## config.mk

```make
export PLATFORM = sky130hd
export DESIGN_NAME = comp_arbiter
export DESIGN_NICKNAME = d
export VERILOG_FILES = /design/src/rtl/comp_arbiter.sv
export SDC_FILE = /design/constraint.sdc
export NUM_CORES = 1
export LEC_CHECK = 0
export ABC_CLOCK_PERIOD_IN_PS = 6600
export CORE_ASPECT_RATIO = 0.8
export CORE_UTILIZATION = 40
export DETAILED_ROUTE_END_ITERATION = 8
export PLACE_DENSITY_LB_ADDON = 0.15
export SLEW_MARGIN = 25
export SYNTH_ARGS = -nofsm -noshare
export SYNTH_HDL_FRONTEND = slang
export SYNTH_SLANG_ARGS = --single-unit
export TNS_END_PERCENT = 5
```

## constraint.sdc

```tcl
create_clock -name clk -period 6.6 [get_ports clk]
set_clock_uncertainty 0.05 [all_clocks]
set_input_delay 0.66 -clock clk [delete_from_list [all_inputs] [get_ports clk]]
set_output_delay 0.66 -clock clk [all_outputs]
set_load 0.02 [all_outputs]
```

## src/rtl/comp_arbiter.sv

```systemverilog
// Two-requester compare arbiter: grants one SLT/SLTU-style compare at a time,
// alternating priority under contention, and holds the registered result until consumed.
module comp_arbiter #(
    parameter int XLEN = 64
) (
    input  logic            clk,
    input  logic            rst_n,
    input  logic            req0_valid,
    output logic            req0_ready,
    input  logic [XLEN-1:0] req0_op1,
    input  logic [XLEN-1:0] req0_op2,
    input  logic            req0_u,
    input  logic            req1_valid,
    output logic            req1_ready,
    input  logic [XLEN-1:0] req1_op1,
    input  logic [XLEN-1:0] req1_op2,
    input  logic            req1_u,
    output logic            resp_valid,
    input  logic            resp_ready,
    output logic            resp_id,
    output logic [XLEN-1:0] resp_result,
    output logic            resp_eq,
    output logic            resp_lt,
    output logic            busy
);

    typedef enum logic [1:0] {
        IDLE = 2'd0,
        CMP  = 2'd1,
        HOLD = 2'd2
    } state_t;

    state_t          state;
    state_t          state_nx;
    logic            prio;
    logic            grant_id;
    logic            accept;
    logic [XLEN-1:0] op1_q;
    logic [XLEN-1:0] op2_q;
    logic            u_q;
    logic            id_q;
    logic            less_u;
    logic            less_s;
    logic            less;
    logic            equal;

    // A lone requester always wins; prio only breaks ties.
    assign grant_id = (req0_valid && req1_valid) ? prio : req1_valid;

    // Gated by rst_n so no ready is advertised while the block is held in reset.
    assign accept     = rst_n && (state == IDLE) && (req0_valid || req1_valid);
    assign req0_ready = accept && !grant_id;
    assign req1_ready = accept && grant_id;
    assign resp_valid = (state == HOLD);
    assign busy       = (state != IDLE);

    always_comb begin
        // NOTE: default assigned first so every path drives state_nx; no latch is inferred.
        state_nx = state;
        case (state)
            IDLE:    if (accept) state_nx = CMP;
            CMP:     state_nx = HOLD;
            HOLD:    if (resp_ready) state_nx = IDLE;
            default: state_nx = IDLE;
        endcase
    end

    // Signed less: differing sign bits decide alone, otherwise the low bits compare as unsigned.
    assign less_u = (op1_q < op2_q);
    assign less_s = (op1_q[XLEN-1] != op2_q[XLEN-1]) ? op1_q[XLEN-1]
                                                     : (op1_q[XLEN-2:0] < op2_q[XLEN-2:0]);
    assign less   = u_q ? less_u : less_s;
    assign equal  = (op1_q == op2_q);

    always_ff @(posedge clk or negedge rst_n) begin
        // NOTE: sequential state uses non-blocking assignments so all registers update together.
        if (!rst_n) begin
            state <= IDLE;
        end else begin
            state <= state_nx;
        end
    end

    always_ff @(posedge clk or negedge rst_n) begin
        if (!rst_n) begin
            prio        <= 1'b0;
            op1_q       <= '0;
            op2_q       <= '0;
            u_q         <= 1'b0;
            id_q        <= 1'b0;
            resp_id     <= 1'b0;
            resp_result <= '0;
            resp_eq     <= 1'b0;
            resp_lt     <= 1'b0;
        end else begin
            if (accept) begin
                op1_q <= grant_id ? req1_op1 : req0_op1;
                op2_q <= grant_id ? req1_op2 : req0_op2;
                u_q   <= grant_id ? req1_u : req0_u;
                id_q  <= grant_id;
                prio  <= ~grant_id;
            end
            if (state == CMP) begin
                resp_lt     <= less;
                resp_eq     <= equal;
                resp_result <= {{(XLEN-1){1'b0}}, less};
                resp_id     <= id_q;
            end
        end
    end

endmodule
```

==> flow_summary.json <==
{
  "status": "completed",
  "synth_seq_cells": 136,
  "max_freq_mhz": 270.2,
  "slowest_delay_ns": 0.67,
  "cts_tree": "yes",
  "setup_violations": 0,
  "hold_viol_final": 0,
  "timing.hold.ws_ns": 0.1723,
  "critPathRequiredTime_ns": 5.89,
  "grt_overflow": 0,
  "r2r_setup_slack_ns": 4.16,
  "hold_path.class": "primary input to async pin",
  "reg2reg_to": "op2_q[60]",
  "synth_xor_area_share_pct": 0,
  "yosysSeqAreaShare_pct": 39.98,
  "worst_slew_pin_slew_ns": 0.9486,
  "yosys_most_used_dff": "dfrtp_1",
  "first_pass_iters": 4,
  "fin_crit_ns": 3.701,
  "drive_above_1_share_pct": 3.632,
  "synthTopCellsByArea": "dfrtp_1, mux2i_1, ha_1",
  "cts.clk_slew.worst_paths_ns": 0.06,
  "grt_pass1_wl_um": 32260,
  "design_area_mm2": 0.01182,
  "slew-limit-headroom_pct": 36.76,
  "total_power_w": 0.004110,
  "ys.warnings.count": 0,
  "cts_max_path_buffers": 2,
  "dp_hpwl_um": 15180,
  "synth_compound_gate_area_share_pct": 13.82,
  "gp_congestion": 0.8197,
  "routed_wl_um": 19970,
  "drcViolationCount": 0,
  "drtIter0Drc": 215,
  "cellPowerDensity_mw_per_mm2": 347.8,
  "synth_area_leader_cell": "dfrtp_1",
  "synth_edf_count": 0,
  "post_cts_buffers": 0,
  "fill_cells": 1907,
  "yosys.area.top_type_share_pct": 39.98,
  "ioPinCount": 334,
  "muxShareOfSynthArea_pct": 15.30,
  "async_flop_share_pct": 100.0,
  "seqCellArea_mm2": 0.003403,
  "core_area_mm2": 0.02076,
  "final_antenna_net_count": 0,
  "first_global_vias": 6671,
  "grt_max_degree": 262,
  "rsz0062_at_grt": "false",
  "die-area_mm2": 0.02187,
  "synthSimpleGateAreaFrac_pct": 10.57,
  "r2r_cells": 4,
  "synth_area_per_cell_um2": 9.222,
  "clock-root-buffer": "clkbuf_16",
  "row_count": 47,
  "yosysMostFrequentCell": "o21ai_0",
  "crit_fanout": 261,
  "arrival_ns": 2.99,
  "period_share_pct": 56.08,
  "initial_core_util_pct": 41.00,
  "cts_inserted_buffers": 17,
  "ys_types": 49,
  "dp.cells": 1422,
  "post_drt_wl_per_cell_um": 13.74,
  "cpMaxStageDelayCell": "buf_12",
  "peakVddDrop_v": 0.0001437,
  "synthAdderAreaFrac_pct": 9.408,
  "syn_inst": 923,
  "cpMostUsedCell": "clkdlybuf4s50_1",
  "area_delta_synth_final_pct": 38.84,
  "clkSinkCount": 136,
  "die_x_um": 165.1,
  "multiInputGateArea_mm2": 0.004427,
  "r2r-start": "prio",
  "ctsHoldBuffers": 0,
  "clock_latency_ns": 0.41,
  "start_kind": "primary input",
  "vias": 6814,
  "synth_top_family_by_area": "multiplexers",
  "post_cts_resize_count": 0,
  "syn_area_mm2": 0.008512,
  "antenna_cells": 0,
  "grt_antenna_before_repair": 0,
  "drv_cap": 0,
  "viasPerCell": 4.690,
  "path_cells": "clkdlybuf4s50_1, o211ai_1, buf_12, inv_1, and2_1, clkdlybuf4s50_1",
  "placed_cell_area_mm2": 0.01119,
  "grtUsageTotal_pct": 18.85,
  "leakagePower_nw": 5.771,
  "nets": 1499,
  "path_class": "primary input to primary output",
  "ys_top_cells_by_count": "o21ai_0, nand2_1, dfrtp_1",
  "fin_cells": 1453,
  "timing.setup.tns_ns": 0,
  "slew_viol_final": 0,
  "htreeDepth": 4,
  "die_y_um": 132.5,
  "end_kind": "primary output",
  "numPortBuffers": 270
}
[stage by stage]
step | setup slack, ns | util (%)
2_1_floorplan | 4.070 | -
5_1_grt | 2.694 | 56.93
4_1_cts | 2.852 | 56.91
6_report | 2.899 | 56.93
3_5_place_dp | 2.858 | 53.89
3_3_place_gp | 2.866 | 53.89
[cells by family (layout without fill, tap and decap cells)]
family / Yosys count / after routing
AO/OA/AOI/OAI: 213 / 213
AND/OR/NAND/NOR: 200 / 200
buffers and inverters: 179 / 378
flip-flops: 136 / 136
other: 1 / 63
multiplexers: 130 / 130
adder cells (fa/ha/maj): 64 / 64
[cell usage in the layout (no fill, tap or decap), types with 3 or more instances in the layout]
cell type	count
a211oi_1	5
a21boi_0	3
a21o_1	9
a21oi_1	28
a31oi_1	3
and2_1	3
and3_1	3
bufinv_16	4
clkbuf_16	17
clkdlybuf4s50_1	269
clkinv_2	3
conb_1	63
dfrtp_1	136
ha_1	64
inv_1	73
mux2i_1	129
nand2_1	141
nand2b_1	3
nand3_1	12
nand4_1	7
nor2_1	11
nor2b_1	3
nor3_1	5
o211ai_1	4
o21ai_0	145
[flip-flops by register name, summed over array words and instances (netlist names)]
signal	cells
id_q	1
op1_q	64
op2_q	64
prio	1
resp_eq	1
resp_id	1
resp_result	1
state	2
u_q	1
[how the worst max path moves through the flow]
stage	start	to	slack, ns	cells after the start
after floorplan	req1_valid	req0_ready	4.07	5
after global placement	req1_valid	req0_ready	2.87	6
after detailed placement	req1_valid	req0_ready	2.86	6
after CTS	req1_valid	req0_ready	2.85	6
after global routing	req1_valid	req0_ready	2.69	6
final	req1_valid	req0_ready	2.90	6
[power breakdown]
group	leakage [nW]	switching [W]	internal, W	total (W)
logic	3.78	0.000904	0.000797	0.00170
registers	1.68	0.000216	0.00118	0.00140
clock network	0.311	0.000358	0.000652	0.00101
total	5.77	0.00148	0.00263	0.00411
[worst max-delay path: cells and delay by family]
kind / cells / cell delay [ns]
AOI/OAI and AO/OA: 1 / 0.29
buffers and inverters: 4 / 1.83
and+or+nand+nor: 1 / 0.19
[final cells by class]
cell class,count,area share (%)
Multi-Input combinational cell,670,37.46
Clock inverter,11,1.440
Inverter,73,2.319
Sequential cell,136,28.80
Timing Repair Buffer,274,23.27
Tap cell,269,2.848
Clock buffer,20,3.864
[metal layers]
metal | part of all wire (%) | vias to the layer above | global-route usage, %
li1 | - | 3548 | -
met1 | 47 | 3058 | 25.64
met2 | 45 | 195 | 29.75
met3 | 7.3 | 13 | 4.734
met4 | 0.86 | 0 | 4.893
met5 | 0 | - | 0
Note: power is estimated with default switching activity, not from simulation.
